## config.mk

```make
export PLATFORM = sky130hd
export DESIGN_NAME = elevator_call_ctrl_flat
export DESIGN_NICKNAME = d
export VERILOG_FILES = /design/src/rtl/elevator_pkg.sv /design/src/rtl/elevator_call_ctrl_if.sv /design/src/rtl/elevator_debouncer.sv /design/src/rtl/elevator_call_ctrl.sv /design/src/flat_wrapper.sv
export SDC_FILE = /design/constraint.sdc
export NUM_CORES = 1
export LEC_CHECK = 0
export BUFFER_PORTS_ARGS = -buffer_cell sky130_fd_sc_hd__buf_2
export CORE_AREA = 2 2 39 41
export CTS_BUF_LIST = sky130_fd_sc_hd__clkbuf_16
export CTS_CLUSTER_SIZE = 30
export DETAILED_ROUTE_END_ITERATION = 10
export DIE_AREA = 0 0 41 43
export GPL_TIMING_DRIVEN = 0
export PLACE_DENSITY = 0.78
export SYNTH_ARGS = -nofsm -noshare
export SYNTH_HDL_FRONTEND = slang
export SYNTH_SLANG_ARGS = --single-unit
```

## constraint.sdc

```tcl
create_clock -name clk_i -period 2.8 [get_ports clk_i]
set_input_delay 0.56 -clock clk_i [delete_from_list [all_inputs] [get_ports clk_i]]
set_output_delay 0.56 -clock clk_i [all_outputs]
set_load 0.02 [all_outputs]
```

## src/rtl/elevator_pkg.sv

```systemverilog
// Shared types and constants for the elevator call controller.
// Contents:
//   db_state_e               debounce FSM state encoding
//   DEBOUNCE_CYCLES_DEFAULT  default stable-time in clock cycles
//   cnt_width()              width of the debounce down-counter
//   pending_next()           next value of a floor's pending-call flag
package elevator_pkg;

  typedef enum logic [1:0] {
    DB_LOW      = 2'd0,
    DB_CHK_HIGH = 2'd1,
    DB_HIGH     = 2'd2,
    DB_CHK_LOW  = 2'd3
  } db_state_e;

  localparam int DEBOUNCE_CYCLES_DEFAULT = 4;

  // The counter is loaded with at most DEBOUNCE_CYCLES-1, so $clog2 of the
  // cycle count is always wide enough; keep at least one bit.
  function automatic int cnt_width(input int cycles);
    return (cycles <= 2) ? 1 : $clog2(cycles);
  endfunction

  // A clear arriving on the same edge as a press normally wins, so the car
  // standing at the floor with the door open never leaves a stale call.
  function automatic logic pending_next(input logic flag, input logic press,
                                        input logic clr, input logic press_wins);
    if (press_wins) return press | (flag & ~clr);
    return ~clr & (press | flag);
  endfunction

endpackage

```

## src/rtl/elevator_call_ctrl_if.sv

```systemverilog
// Button / elevator-FSM signal bundle for elevator_call_ctrl.
// Signals:
//   btn0_i, btn1_i      raw call buttons (asynchronous, may bounce)
//   open_i              door-open status from the elevator FSM
//   floor0_i, floor1_i  car position from the elevator FSM
//   call0_o, call1_o    registered pending calls towards the elevator FSM
//   lamp0_o, lamp1_o    call-acknowledge lamps (equal to the calls)
// Modports: slave = the call controller, master = buttons + elevator FSM.
interface elevator_call_ctrl_if;
  logic btn0_i;
  logic btn1_i;
  logic open_i;
  logic floor0_i;
  logic floor1_i;
  logic call0_o;
  logic call1_o;
  logic lamp0_o;
  logic lamp1_o;

  modport slave (
    input  btn0_i, btn1_i, open_i, floor0_i, floor1_i,
    output call0_o, call1_o, lamp0_o, lamp1_o
  );

  modport master (
    output btn0_i, btn1_i, open_i, floor0_i, floor1_i,
    input  call0_o, call1_o, lamp0_o, lamp1_o
  );
endinterface

```

## src/rtl/elevator_debouncer.sv

```systemverilog
// Synchroniser + debounce FSM for one call button.
// Ports:
//   clk_i  clock
//   rst_i  asynchronous active-low reset
//   btn    raw button level
//   press  one-cycle pulse when the button is accepted as pressed
//
// state       | meaning
// ------------+-------------------------------------------------
// DB_LOW      | button released and stable
// DB_CHK_HIGH | saw high, counting down before accepting a press
// DB_HIGH     | button pressed and stable
// DB_CHK_LOW  | saw low, counting down before accepting release
module elevator_debouncer
  import elevator_pkg::*;
#(
  parameter int DEBOUNCE_CYCLES = DEBOUNCE_CYCLES_DEFAULT,
  parameter int ERRNO           = 0
) (
  input  logic clk_i,
  input  logic rst_i,
  input  logic btn,
  output logic press
);

  localparam int CW     = cnt_width(DEBOUNCE_CYCLES);
  localparam int LOAD_I = (ERRNO == 2) ? DEBOUNCE_CYCLES - 2 : DEBOUNCE_CYCLES - 1;
  localparam logic [CW-1:0] LOAD = CW'(LOAD_I);

  logic          sync_meta;
  logic          sync;
  db_state_e     state;
  logic [CW-1:0] cnt;

  always_ff @(posedge clk_i or negedge rst_i) begin
    if (!rst_i) begin
      sync_meta <= 1'b0;
      sync      <= 1'b0;
      state     <= DB_LOW;
      cnt       <= '0;
      press     <= 1'b0;
    end else begin
      sync_meta <= btn;
      sync      <= sync_meta;
      press     <= 1'b0;
      case (state)
        DB_LOW: begin
          if (sync) begin
            state <= DB_CHK_HIGH;
            cnt   <= LOAD;
          end
        end
        DB_CHK_HIGH: begin
          if (!sync) begin
            state <= DB_LOW;
          end else if (cnt == '0) begin
            state <= DB_HIGH;
            press <= 1'b1;
          end else begin
            cnt <= cnt - 1'b1;
          end
        end
        DB_HIGH: begin
          if (!sync) begin
            state <= DB_CHK_LOW;
            cnt   <= LOAD;
          end
        end
        DB_CHK_LOW: begin
          // Bouncing back high returns to HIGH silently: no second press.
          if (sync) begin
            state <= DB_HIGH;
          end else if (cnt == '0) begin
            state <= DB_LOW;
          end else begin
            cnt <= cnt - 1'b1;
          end
        end
        default: state <= DB_LOW;
      endcase
    end
  end

endmodule

```

## src/rtl/elevator_call_ctrl.sv

```systemverilog
// Two-floor elevator call controller: debounces both call buttons and keeps
// one pending-call flag per floor, cleared when the car opens its door there.
// Ports:
//   clk_i  clock
//   rst_i  asynchronous active-low reset
//   bus    elevator_call_ctrl_if.slave (buttons, FSM feedback, calls, lamps)
module elevator_call_ctrl
  import elevator_pkg::*;
#(
  parameter int DEBOUNCE_CYCLES = DEBOUNCE_CYCLES_DEFAULT,
  parameter int ERRNO           = 0
) (
  input  logic                  clk_i,
  input  logic                  rst_i,
  elevator_call_ctrl_if.slave   bus
);

  logic press0;
  logic press1;
  logic clr0;
  logic clr1;
  logic call0_q;
  logic call1_q;

  elevator_debouncer #(.DEBOUNCE_CYCLES(DEBOUNCE_CYCLES), .ERRNO(ERRNO)) u_db0 (
    .clk_i (clk_i),
    .rst_i (rst_i),
    .btn   (bus.btn0_i),
    .press (press0)
  );

  elevator_debouncer #(.DEBOUNCE_CYCLES(DEBOUNCE_CYCLES), .ERRNO(ERRNO)) u_db1 (
    .clk_i (clk_i),
    .rst_i (rst_i),
    .btn   (bus.btn1_i),
    .press (press1)
  );

  assign clr0 = bus.open_i & bus.floor0_i;
  assign clr1 = bus.open_i & bus.floor1_i;

  always_ff @(posedge clk_i or negedge rst_i) begin
    if (!rst_i) begin
      call0_q <= 1'b0;
      call1_q <= 1'b0;
    end else begin
      call0_q <= pending_next(call0_q, press0, clr0, ERRNO == 1);
      call1_q <= pending_next(call1_q, press1, clr1, ERRNO == 1);
    end
  end

  assign bus.call0_o = call0_q;
  assign bus.call1_o = call1_q;
  assign bus.lamp0_o = call0_q;
  assign bus.lamp1_o = call1_q;

endmodule

```

## src/flat_wrapper.sv

```systemverilog
// flat-port wrapper written by rule: the top's interface ports become plain ports
module elevator_call_ctrl_flat import elevator_pkg::*;
#(
  parameter int DEBOUNCE_CYCLES = DEBOUNCE_CYCLES_DEFAULT,
  parameter int ERRNO           = 0
)
  (clk_i, rst_i, bus_btn0_i, bus_btn1_i, bus_open_i, bus_floor0_i, bus_floor1_i, bus_call0_o, bus_call1_o, bus_lamp0_o, bus_lamp1_o);
  elevator_call_ctrl_if bus_i ();
  input  logic clk_i;
  input  logic rst_i;
  input wire logic [$bits(bus_i.btn0_i)-1:0] bus_btn0_i;
  input wire logic [$bits(bus_i.btn1_i)-1:0] bus_btn1_i;
  input wire logic [$bits(bus_i.open_i)-1:0] bus_open_i;
  input wire logic [$bits(bus_i.floor0_i)-1:0] bus_floor0_i;
  input wire logic [$bits(bus_i.floor1_i)-1:0] bus_floor1_i;
  output wire logic [$bits(bus_i.call0_o)-1:0] bus_call0_o;
  output wire logic [$bits(bus_i.call1_o)-1:0] bus_call1_o;
  output wire logic [$bits(bus_i.lamp0_o)-1:0] bus_lamp0_o;
  output wire logic [$bits(bus_i.lamp1_o)-1:0] bus_lamp1_o;
  assign bus_i.btn0_i = bus_btn0_i;
  assign bus_i.btn1_i = bus_btn1_i;
  assign bus_i.open_i = bus_open_i;
  assign bus_i.floor0_i = bus_floor0_i;
  assign bus_i.floor1_i = bus_floor1_i;
  assign bus_call0_o = bus_i.call0_o;
  assign bus_call1_o = bus_i.call1_o;
  assign bus_lamp0_o = bus_i.lamp0_o;
  assign bus_lamp1_o = bus_i.lamp1_o;
  elevator_call_ctrl #(.DEBOUNCE_CYCLES(DEBOUNCE_CYCLES), .ERRNO(ERRNO)) u_core (.clk_i(clk_i), .rst_i(rst_i), .bus(bus_i));
endmodule
```

# Word level (Yosys, flattened, before mapping)
# Cells that the tools add are included.
# word_totals
reg_bits	16
in_bits	7
# op_classes
n_eq_ne	18
bitwise	8
reduce_logical	8
addsub	2
n_mux	30
# op_table
op	n
2-to-1 mux 2 bit	20
case mux 2 bit (4 select lines)	4
inequality test 2 bit (second input constant)	8
AND reduction 4 bit	4
inequality test 3 bit (second input constant)	4
== test 2 bit (second input constant)	4
zero test 2 bit	4
2-to-1 mux 1 bit	6
AND 1 bit	4
== test 2 x 1 -> 1 bit (second input constant)	2
subtractor 2 x 1 -> 2 bit (second input constant)	2
inverter 1 bit	2
OR 1 bit	2

# Logic depth before layout (Yosys ltp)
# depth
ltp_word	4
depth_mapped	5
depth_no_buf	5

# Hierarchy
# From an unflattened synthesis, not the netlist that was laid out.
# hier_totals
hier_cells	56
hier_area_um2	683.2
# by_module_without_submodules
module	seq_area_each_um2	area_each_um2	n_inst	cells_per_inst
elevator_debouncer	175.2	300.3	2	25
elevator_call_ctrl	50.0	82.6	1	6

# Worst setup path before layout
# Ideal clock, no wire load.
# synth_timing
path_kind	register -> output
start	register u_core.call0_q (netlist: u_core.bus.call0_o)
end	output bus_lamp0_o
path_stages_with_launch	2
arrival_time_ns	0.627
slack_ns	1.613
cell_sequence	dfrtp_1 -> buf_4
# synth_lines
element	line	text
start: declaration	elevator_call_ctrl.sv:22	logic call0_q;
start signal: assignment	elevator_call_ctrl.sv:47	call0_q <= pending_next(call0_q, press0, clr0, ERRNO == 1);
end: declaration	flat_wrapper.sv:18	output wire logic [$bits(bus_i.lamp0_o)-1:0] bus_lamp0_o;
# No word-level cell between the ends.

# Worst setup path in the final report
# layout_timing
start	register u_core.call0_q (netlist: u_core.bus.call0_o)
end	output bus_lamp0_o
# No word-level cell between the ends.

==> metrics.md <==
| Metric | Value |
|---|---|
| Fin nets | 74 |
| Starting density of the core | between 40% and 50% |
| Setup crit start | u_core.bus.call0_o |
| Post-synth top area share | between 60 and 70% |
| DP Area | between 700 and 800 um^2 |
| Power density cells | approximately 1000 mW/mm^2 |
| Die area | ~0.0018 mm^2 |
| Setup TNS | 0 ps |
| Antenna violations before repair | 0 |
| Drt wl/cell | 11.7 um |
| Skew-Pair Late Insertion Delay | about 240 ps |
| Final hold viol count | 0 |
| Via Count | 390 |
| DR pass1 iterations | 3 |
| Reg2reg end | u_core.u_db1.cnt[1] |
| Grt total ovfl | 0 |
| Routability cong. | between 0.7 and 0.8 |
| First-pass GRT wire length | 1.64 mm |
| Pins Over Slew Limit | 0 |
| Setup Skew | 2.80 ps |
| Tmin final | 1460 ps |
| WHS | 213 ps |
| Crit path to | bus_lamp0_o |
| Vias in the first global route | 406 |
| Cells on worst reg2reg path | 4 |
| Max-cap violations | 0 |
| Final worst path period share | a little over half |
| Post-route ant nets | 0 |
| DRC violations left | 0 |
| CORE AREA | 0.00138 mm^2 |
| Post-synthesis register bit count | 16 |
| Die span in y | ~43 um |
| P&R area growth vs syn | 23.4% |
| Avg Synthesized Cell Area | about 13 um^2 |
| Worst setup margin | roughly 1300 ps |
| Top-Level Pins | 11 |
| Reg-to-Reg Start | u_core.u_db1.cnt[0] |
| Data required, critical path | 2240 ps |
| Reported leakage power | ~0.4 nW |
| Final Setup Violations | 0 |
| Unique masters post-synth | 18 |
| RSZ-0062 raised after global routing | no |
| Routed vias/inst | 4.94 |
| Filler cells | around 120 |
| DRT iter0 DRCs | 3 |
| Synth Cell Area | about 640 um^2 |
| Ys Warns | 0 |
| Htree depth | 1 |
| CTS buffer count | 3 |
| # rows | 14 |
| Syn nets | between 50 and 60 |
| Design area | 785 um^2 |
| Crit path launch type | flip-flop |
| Post-Route WL | around 930 um |
| Synth top area cells | dfrtp_1 63%, ha_1 5.9%, mux2_2 3.5% |
| Outcome | completed |
| Largest net degree at the start of global routing | 17 |
| R2R Setup Slk | around 1600 ps |
| CTS sink count | 16 |
| Cts hold-fix bufs | 0 |
| Post CTS Setup Buffer Count | 0 |
| Port buffer count | 10 |
| Relative slew margins | 77.8% |
| Die width | ~41 um |
| Synth area leader | dfrtp_1 |
| Post-layout util | a little under three fifths |
| Worst setup EP type | output pin |
| All-Layer GR Usage | 14.4% |
| Clk pin slew, worst setup/hold paths | around 50 ps |
| Root buffer cell | clkbuf_16 |
| Resized cells post-CTS | 0 |
| Crit-path max FO | 3 |
| CP Class | reg -> out |
| Hold WC Path Type | in -> async |
| Peak supply drop | 531 uV |
| F_max | a little under 700 MHz |
| Antenna Cells | 0 |
| Cells after synthesis | 49 |
| Sequential share of the synthesized area | a little over three fifths |
| Clock tree buffer depth | 2 |
| Setup WS pre-CTS | about 1600 ps |
| Arrival time worst endpoint | about 900 ps |
| CTS tree | yes |
| Share of cells above drive strength 1 | around a third |
| Worst slew pin tran | approximately 330 ps |
Yosys cell counts, drive strengths merged:
master / number
dfrtp: 16
inv: 5
a21oi: 4
ha: 3
nand2: 3
a31oi: 2
buf: 2
mux2: 2
nor2: 2
nor3b: 2
a21o: 1
a22oi: 1
and2: 1
and4b: 1
mux2i: 1
nor2b: 1
xnor2: 1
xor2: 1
cell type report:
cell class | count | area [um^2] | share of cell area (%)
Inverter | 5 | 18.8 | 2.39
Clock inverter | 1 | 3.75 | 0.478
Clock buffer | 3 | 75.1 | 9.57
Timing Repair Buffer | 10 | 50.0 | 6.38
Multi-Input combinational cell | 26 | 201 | 25.7
Tap cell | 16 | 20.0 | 2.55
Buffer | 2 | 15.0 | 1.91
Sequential cell | 16 | 400 | 51.0
metal layers:
| metal | global-route usage (%) | vias up | share of wire (%) |
|---|---|---|---|
| li1 | - | 188 | - |
| met1 | 15.9 | 186 | 38 |
| met2 | 23.8 | 12 | 55 |
| met3 | 3.14 | 4 | 5.3 |
| met4 | 8.00 | 0 | 1.8 |
| met5 | 0 | - | 0 |
how the worst min path moves through the flow:
stage / startpoint / endpoint / depth (start not counted) / slack, ps
after floorplan: rst_i / asynchronous set/reset pin / 0 / 260
after global placement: u_core.u_db1.sync_meta / u_core.u_db1.sync / 0 / 330
after detailed placement: u_core.u_db1.sync_meta / u_core.u_db1.sync / 0 / 340
after CTS: rst_i / u_core.u_db1.state[0] / 1 / 230
after global routing: rst_i / u_core.bus.call1_o / 1 / 250
final: rst_i / u_core.u_db1.state[0] / 1 / 210
where the power goes:
group,total [mW],switching (mW),internal [mW]
Clock,0.269,0.0805,0.189
Combinational,0.189,0.0981,0.0908
Sequential,0.334,0.0425,0.292
Total,0.792,0.221,0.571
cell families after synthesis:
| family | after synthesis | synth area share, % |
|---|---|---|
| AO/OA/AOI/OAI | 8 | 7.48 |
| buffers and inverters | 7 | 5.31 |
| AND/OR/NAND/NOR | 10 | 9.25 |
| multiplexers | 3 | 5.12 |
| flip-flops | 16 | 63.0 |
| adder cells (fa/ha/maj) | 3 | 5.91 |
| XOR/XNOR | 2 | 3.94 |
critical path, stage by stage (launching register included):
cell,delay (ps)
dfrtp_1,380
buf_4,130
buf_2,150
layout by cell type (no fill, tap or decap):
cell type and n:
buf_2 10, a21oi_1 4, a31oi_1 2, nor2b_1 1, and4b_2 1, a21o_1 1
clkinv_1 1, nor2_1 2, mux2i_1 1, nor3b_1 2, dfrtp_1 16, nand2_1 3
clkbuf_16 3, xnor2_1 1, xor2_2 1, inv_1 5, buf_4 2, ha_1 3
a22oi_1 1, mux2_2 2, and2_2 1
per-stage QoR:
| stage | instances | power [mW] |
|---|---|---|
| after global placement | 75 | 0.504 |
| after detailed placement | 75 | 0.525 |
| after CTS | 79 | 0.803 |
| after floorplan | 49 | 0.471 |
| after global routing | 79 | 0.845 |
| final | 79 | 0.792 |
(Power assumes the default switching activity.)
